File: config.mk
export PLATFORM = sky130hd
export DESIGN_NAME = spi_stp_receiver
export DESIGN_NICKNAME = d
export VERILOG_FILES = /design/src/rtl/spi_stp_receiver.sv
export SDC_FILE = /design/constraint.sdc
export NUM_CORES = 1
export LEC_CHECK = 0
export BUFFER_PORTS_ARGS = -buffer_cell sky130_fd_sc_hd__buf_4
export CORE_ASPECT_RATIO = 0.8
export CORE_MARGIN = 2
export CORE_UTILIZATION = 58
export CTS_CLUSTER_SIZE = 12
export DETAILED_ROUTE_END_ITERATION = 12
export PLACE_DENSITY_LB_ADDON = 0.05
export SYNTH_ARGS = -nofsm -noshare
export SYNTH_HDL_FRONTEND = slang
export SYNTH_SLANG_ARGS = --single-unit
File: constraint.sdc
create_clock -name FPGA_clk -period 3.6 [get_ports FPGA_clk]
set_input_delay 0.18 -clock FPGA_clk [delete_from_list [all_inputs] [get_ports FPGA_clk]]
set_output_delay 0.18 -clock FPGA_clk [all_outputs]
set_load 0.005 [all_outputs]
File: src/rtl/spi_stp_receiver.sv
// ---------------------------------------------------------------------------
// spi_stp_receiver
//
// Serial-to-parallel receiver for the MRAM SPI link (read path). The SPI
// clock level and MISO line are oversampled by FPGA_clk through matched
// synchronizer chains. Bits are shifted in MSB first on each detected rising
// SPI clock edge. Completed words are presented with a valid/ack handshake
// and a sticky overrun flag.
//
// state | meaning
// ------+-------------------------------------------------------------
// IDLE  | en low (or just after reset); shift register and count held at 0
// SHIFT | frame open; each rising sclk edge shifts one bit in
//
// Ports:
//   FPGA_clk     in   system clock (only clock)
//   FPGA_rst     in   asynchronous active-low reset
//   en           in   frame enable, FPGA_clk domain (not synchronized)
//   sclk         in   SPI clock level, oversampled
//   ser_data_in  in   serial data from device (MISO)
//   data_ack     in   consumer acknowledge of data_out
//   data_out     out  last completed word
//   data_valid   out  data_out holds an unacknowledged word
//   overrun      out  sticky: word completed while previous one unacknowledged
//   busy         out  at least one bit of the current word received
//   bit_index    out  bits received in the current word
// ---------------------------------------------------------------------------
module spi_stp_receiver #(
    parameter int DATA_WIDTH  = 16,
    parameter int SYNC_STAGES = 2
) (
    input  logic                          FPGA_clk,
    input  logic                          FPGA_rst,
    input  logic                          en,
    input  logic                          sclk,
    input  logic                          ser_data_in,
    input  logic                          data_ack,
    output logic [DATA_WIDTH-1:0]         data_out,
    output logic                          data_valid,
    output logic                          overrun,
    output logic                          busy,
    output logic [$clog2(DATA_WIDTH)-1:0] bit_index
);

    localparam int CNT_W = $clog2(DATA_WIDTH);

    typedef enum logic {
        IDLE  = 1'b0,
        SHIFT = 1'b1
    } state_t;

    state_t state, state_nxt;

    logic [SYNC_STAGES-1:0] sclk_sync;
    logic [SYNC_STAGES-1:0] sdi_sync;
    logic                   sclk_s;
    logic                   sdi_s;
    logic                   sclk_d;
    logic                   sclk_rise;

    logic [DATA_WIDTH-1:0]  shift_reg;
    logic [DATA_WIDTH-1:0]  shift_nxt;
    logic [CNT_W-1:0]       bit_cnt;
    logic                   bit_take;
    logic                   word_done;

    // Both lines use the same depth so data stays aligned with its clock edge.
    always_ff @(posedge FPGA_clk or negedge FPGA_rst) begin
        if (!FPGA_rst) begin
            sclk_sync <= '0;
            sdi_sync  <= '0;
        end else begin
            sclk_sync[0] <= sclk;
            sdi_sync[0]  <= ser_data_in;
            for (int i = 1; i < SYNC_STAGES; i++) begin
                sclk_sync[i] <= sclk_sync[i-1];
                sdi_sync[i]  <= sdi_sync[i-1];
            end
        end
    end

    assign sclk_s = sclk_sync[SYNC_STAGES-1];
    assign sdi_s  = sdi_sync[SYNC_STAGES-1];

    // sclk_d tracks sclk_s unconditionally, so a level that is already high
    // when the frame opens is never mistaken for an edge.
    always_ff @(posedge FPGA_clk or negedge FPGA_rst) begin
        if (!FPGA_rst) begin
            sclk_d <= 1'b0;
        end else begin
            sclk_d <= sclk_s;
        end
    end

    assign sclk_rise = sclk_s & ~sclk_d;

    always_ff @(posedge FPGA_clk or negedge FPGA_rst) begin
        if (!FPGA_rst) begin
            state <= IDLE;
        end else begin
            state <= state_nxt;
        end
    end

    always_comb begin
        state_nxt = state;
        case (state)
            IDLE:    if (en)  state_nxt = SHIFT;
            SHIFT:   if (!en) state_nxt = IDLE;
            default: state_nxt = IDLE;
        endcase
    end

    // Dropping en in SHIFT aborts the frame; abort takes priority over an edge.
    assign bit_take  = (state == SHIFT) && en && sclk_rise;
    assign word_done = bit_take && (bit_cnt == CNT_W'(DATA_WIDTH - 1));
    assign shift_nxt = {shift_reg[DATA_WIDTH-2:0], sdi_s};

    always_ff @(posedge FPGA_clk or negedge FPGA_rst) begin
        if (!FPGA_rst) begin
            shift_reg <= '0;
            bit_cnt   <= '0;
        end else if ((state != SHIFT) || !en) begin
            shift_reg <= '0;
            bit_cnt   <= '0;
        end else if (bit_take) begin
            shift_reg <= shift_nxt;
            bit_cnt   <= word_done ? '0 : bit_cnt + CNT_W'(1);
        end
    end

    // Handshake runs independently of frame state so a pending word can be
    // acknowledged during or after an abort.
    always_ff @(posedge FPGA_clk or negedge FPGA_rst) begin
        if (!FPGA_rst) begin
            data_out   <= '0;
            data_valid <= 1'b0;
            overrun    <= 1'b0;
        end else begin
            if (word_done) begin
                data_out   <= shift_nxt;
                data_valid <= 1'b1;
            end else if (data_ack) begin
                data_valid <= 1'b0;
            end

            // Completion together with ack consumes the old word cleanly and
            // leaves overrun as it was.
            if (word_done && data_valid && !data_ack) begin
                overrun <= 1'b1;
            end else if (data_ack && !word_done) begin
                overrun <= 1'b0;
            end
        end
    end

    assign busy      = (state == SHIFT) && (bit_cnt != '0);
    assign bit_index = bit_cnt;

endmodule

==> impl_metrics.json <==
{
  "place_area_um2": 1870,
  "grt_pass1_wl_um": 4750,
  "syn_to_final_growth_pct": 19.0,
  "globalRouteTotalUtil_pct": 19.7,
  "start_util_pct": 60.4,
  "cts_buffer_depth": 2,
  "synth_area_um2": 1640,
  "hold_viol": 0,
  "numClockSinks": 43,
  "die_h_um": 51.6,
  "p_int_uw": 567,
  "synth-seq-cells": 43,
  "place.detailed.hpwl_um": 1710,
  "relSlewSlack_pct": 47.1,
  "p_sw_uw": 154,
  "worstPathRequired_ps": 3830,
  "n_antenna_cell": 0,
  "fillers": 197,
  "core_um2": 2720,
  "detail-route-antenna-nets": 0,
  "hold_path_class": "in -> async",
  "hold_ws_ps": 331,
  "status": "finished, final reports clean",
  "vias_per_cell": 5.49,
  "leakage_uw": 0.00101,
  "post-route-min-period_ps": 2090,
  "detail_route.iter0.violations": 49,
  "tritoncts": "done",
  "worst_pin_slew_ps": 794,
  "cp.arrival_ps": 2320,
  "dieArea_um2": 3280,
  "place_congestion": 0.713,
  "drive_above_1_share_pct": 37.1,
  "cts_root_buf": "clkbuf_4",
  "numCtsBuffers": 5,
  "clk_pin_slew_worst_paths_ps": 110,
  "h-tree-depth": 2,
  "ir_drop_mv": 0.291,
  "cts_setup_buffers": 0,
  "final.setup.tns_ps": 0,
  "seqPwrFrac_pct": 68.0,
  "wl_per_cell_um": 14.9,
  "drtPass1Iterations": 4,
  "finalCritPeriodShare_pct": 58.0,
  "antenna_found_initial": 0,
  "slew_violations": 0,
  "gr-total-overflow": 0,
  "start_kind": "input port",
  "crit_fanout": 21,
  "clock.fmax_mhz": 479,
  "synth_nets": 114,
  "grt_max_degree": 44,
  "seq_area_um2": 1080,
  "clock_skew_ps": 10.3,
  "grt_pass1_vias": 965,
  "power_density_nw_per_um2": 368,
  "cts_resized": 0,
  "p_clk_share_pct": 28.3,
  "placementRows": 17,
  "die_x_um": 63.5,
  "ys_types": 26,
  "nets": 149,
  "postRouteWirelength_um": 2660,
  "yosysWarnings": 0,
  "multi_input_area_um2": 517,
  "vias": 978,
  "largest_reg_flops": 16,
  "pwr-share-comb_pct": 3.8,
  "path_class": "in -> reg",
  "rsz0062_at_grt": "false",
  "stdcell_area_um2": 1960,
  "maxCapViolations": 0,
  "endpoint_kind": "flip-flop",
  "syn_inst": 106,
  "io_pins": 29,
  "clk_latency_ps": 340,
  "setup_violations": 0,
  "drc_errors": 0,
  "sw_frac_of_total_pct": 21.3,
  "portBuffers": 28,
  "yosysSeqAreaShare_pct": 65.4,
  "syn_avg_cell_area_um2": 15.5,
  "holdBufCountCts": 5
}
[routing by layer]
layer | vias to the layer above | part of all wire (%) | global-route usage (%)
met4 | 0 | 1.4 | 9.78
met2 | 33 | 46 | 28.4
met5 | - | 0 | 0
li1 | 450 | - | -
met3 | 5 | 5.2 | 6.06
met1 | 490 | 48 | 27.3
[power groups by stage]
stage	combinational (µW)	clock [µW]	sequential, µW
floorplan	7.75	0	499
global placement	23.2	0	499
detailed placement	23.8	0	499
CTS	28.3	212	490
global route	31.4	228	491
finish	27.2	204	490
[critical path, cell delays in order]
cell and delay (ps):
dlygate4sd3_1 530, buf_4 110, and4b_1 660, and2_4 450, mux2_2 370
[cell usage after synthesis]
master     instances  area, µm²
and2_4             1       8.76
a31oi_1            1       6.26
mux2_4             8        120
a21bo_2            1       10.0
dfrtp_1           43       1080
nor2_1             2       7.51
a22o_1            16        140
a21boi_0           1       7.51
a21oi_2            1       8.76
nand2_1            1       3.75
and4_1             1       8.76
clkbuf_1           1       3.75
buf_6              2       22.5
and3_1             1       6.26
a21o_1             1       7.51
nor3b_1            1       7.51
o2bb2ai_1          1       8.76
ha_1               2       25.0
inv_1              4       15.0
buf_2              2       10.0
xor2_1             1       8.76
mux2_2             8       90.1
nand3_1            3       15.0
and4b_1            1       10.0
nand3b_1           1       7.51
a211o_1            1       8.76
[cell usage in the layout (no fill, tap or decap), drive strengths merged, types with 2 or more instances in the layout]
cell type    count
clkbuf           6
a22o            16
inv              4
ha               2
dlygate4sd3      5
nor2             2
dfrtp           43
nand3            3
mux2            16
buf             28
[path summary, 6_finish.rpt]
path	start	endpoint	slack, ps	cells past startpoint
min	FPGA_rst	bit_index[1]	330	2
min in group FPGA_clk	sclk_sync[0]	sclk_sync[1]	360	0
max in group asynchronous	FPGA_rst	sclk_sync[1]	2910	2
max	en	data_out[6]	1510	5
min reg2reg	sclk_sync[0]	sclk_sync[1]	360	0
max reg2reg	sclk_d	data_out[6]	1540	3
[per-stage QoR]
stage | power, µW | setup WS (ps) | instances | util, %
CTS | 730 | 1510 | 178 | 71.9
global placement | 522 | 1590 | 167 | 68.5
global route | 750 | 1390 | 178 | 71.9
detailed placement | 523 | 1520 | 167 | 68.5
finish | 721 | 1510 | 178 | 71.9
floorplan | 506 | 1960 | 106 | -
[cell families after synthesis]
| group | synth area share, % |
|---|---|
| DFF | 65.4 |
| AOI/OAI and AO/OA | 12.0 |
| muxes | 12.8 |
| and+or+nand+nor | 4.57 |
| buffers and inverters | 3.12 |
| adders and majority gates | 1.52 |
| xor gates and xnor gates | 0.533 |
[layout make-up]
| class | instances | share of cell area [%] |
|---|---|---|
| clock buffer | 6 | 2.11 |
| inverter | 4 | 0.767 |
| multi-input combinational | 54 | 26.4 |
| timing repair buffer | 33 | 13.3 |
| sequential | 43 | 55.0 |
| tap | 38 | 2.43 |
No activity file was read; power rests on OpenSTA's default activity.
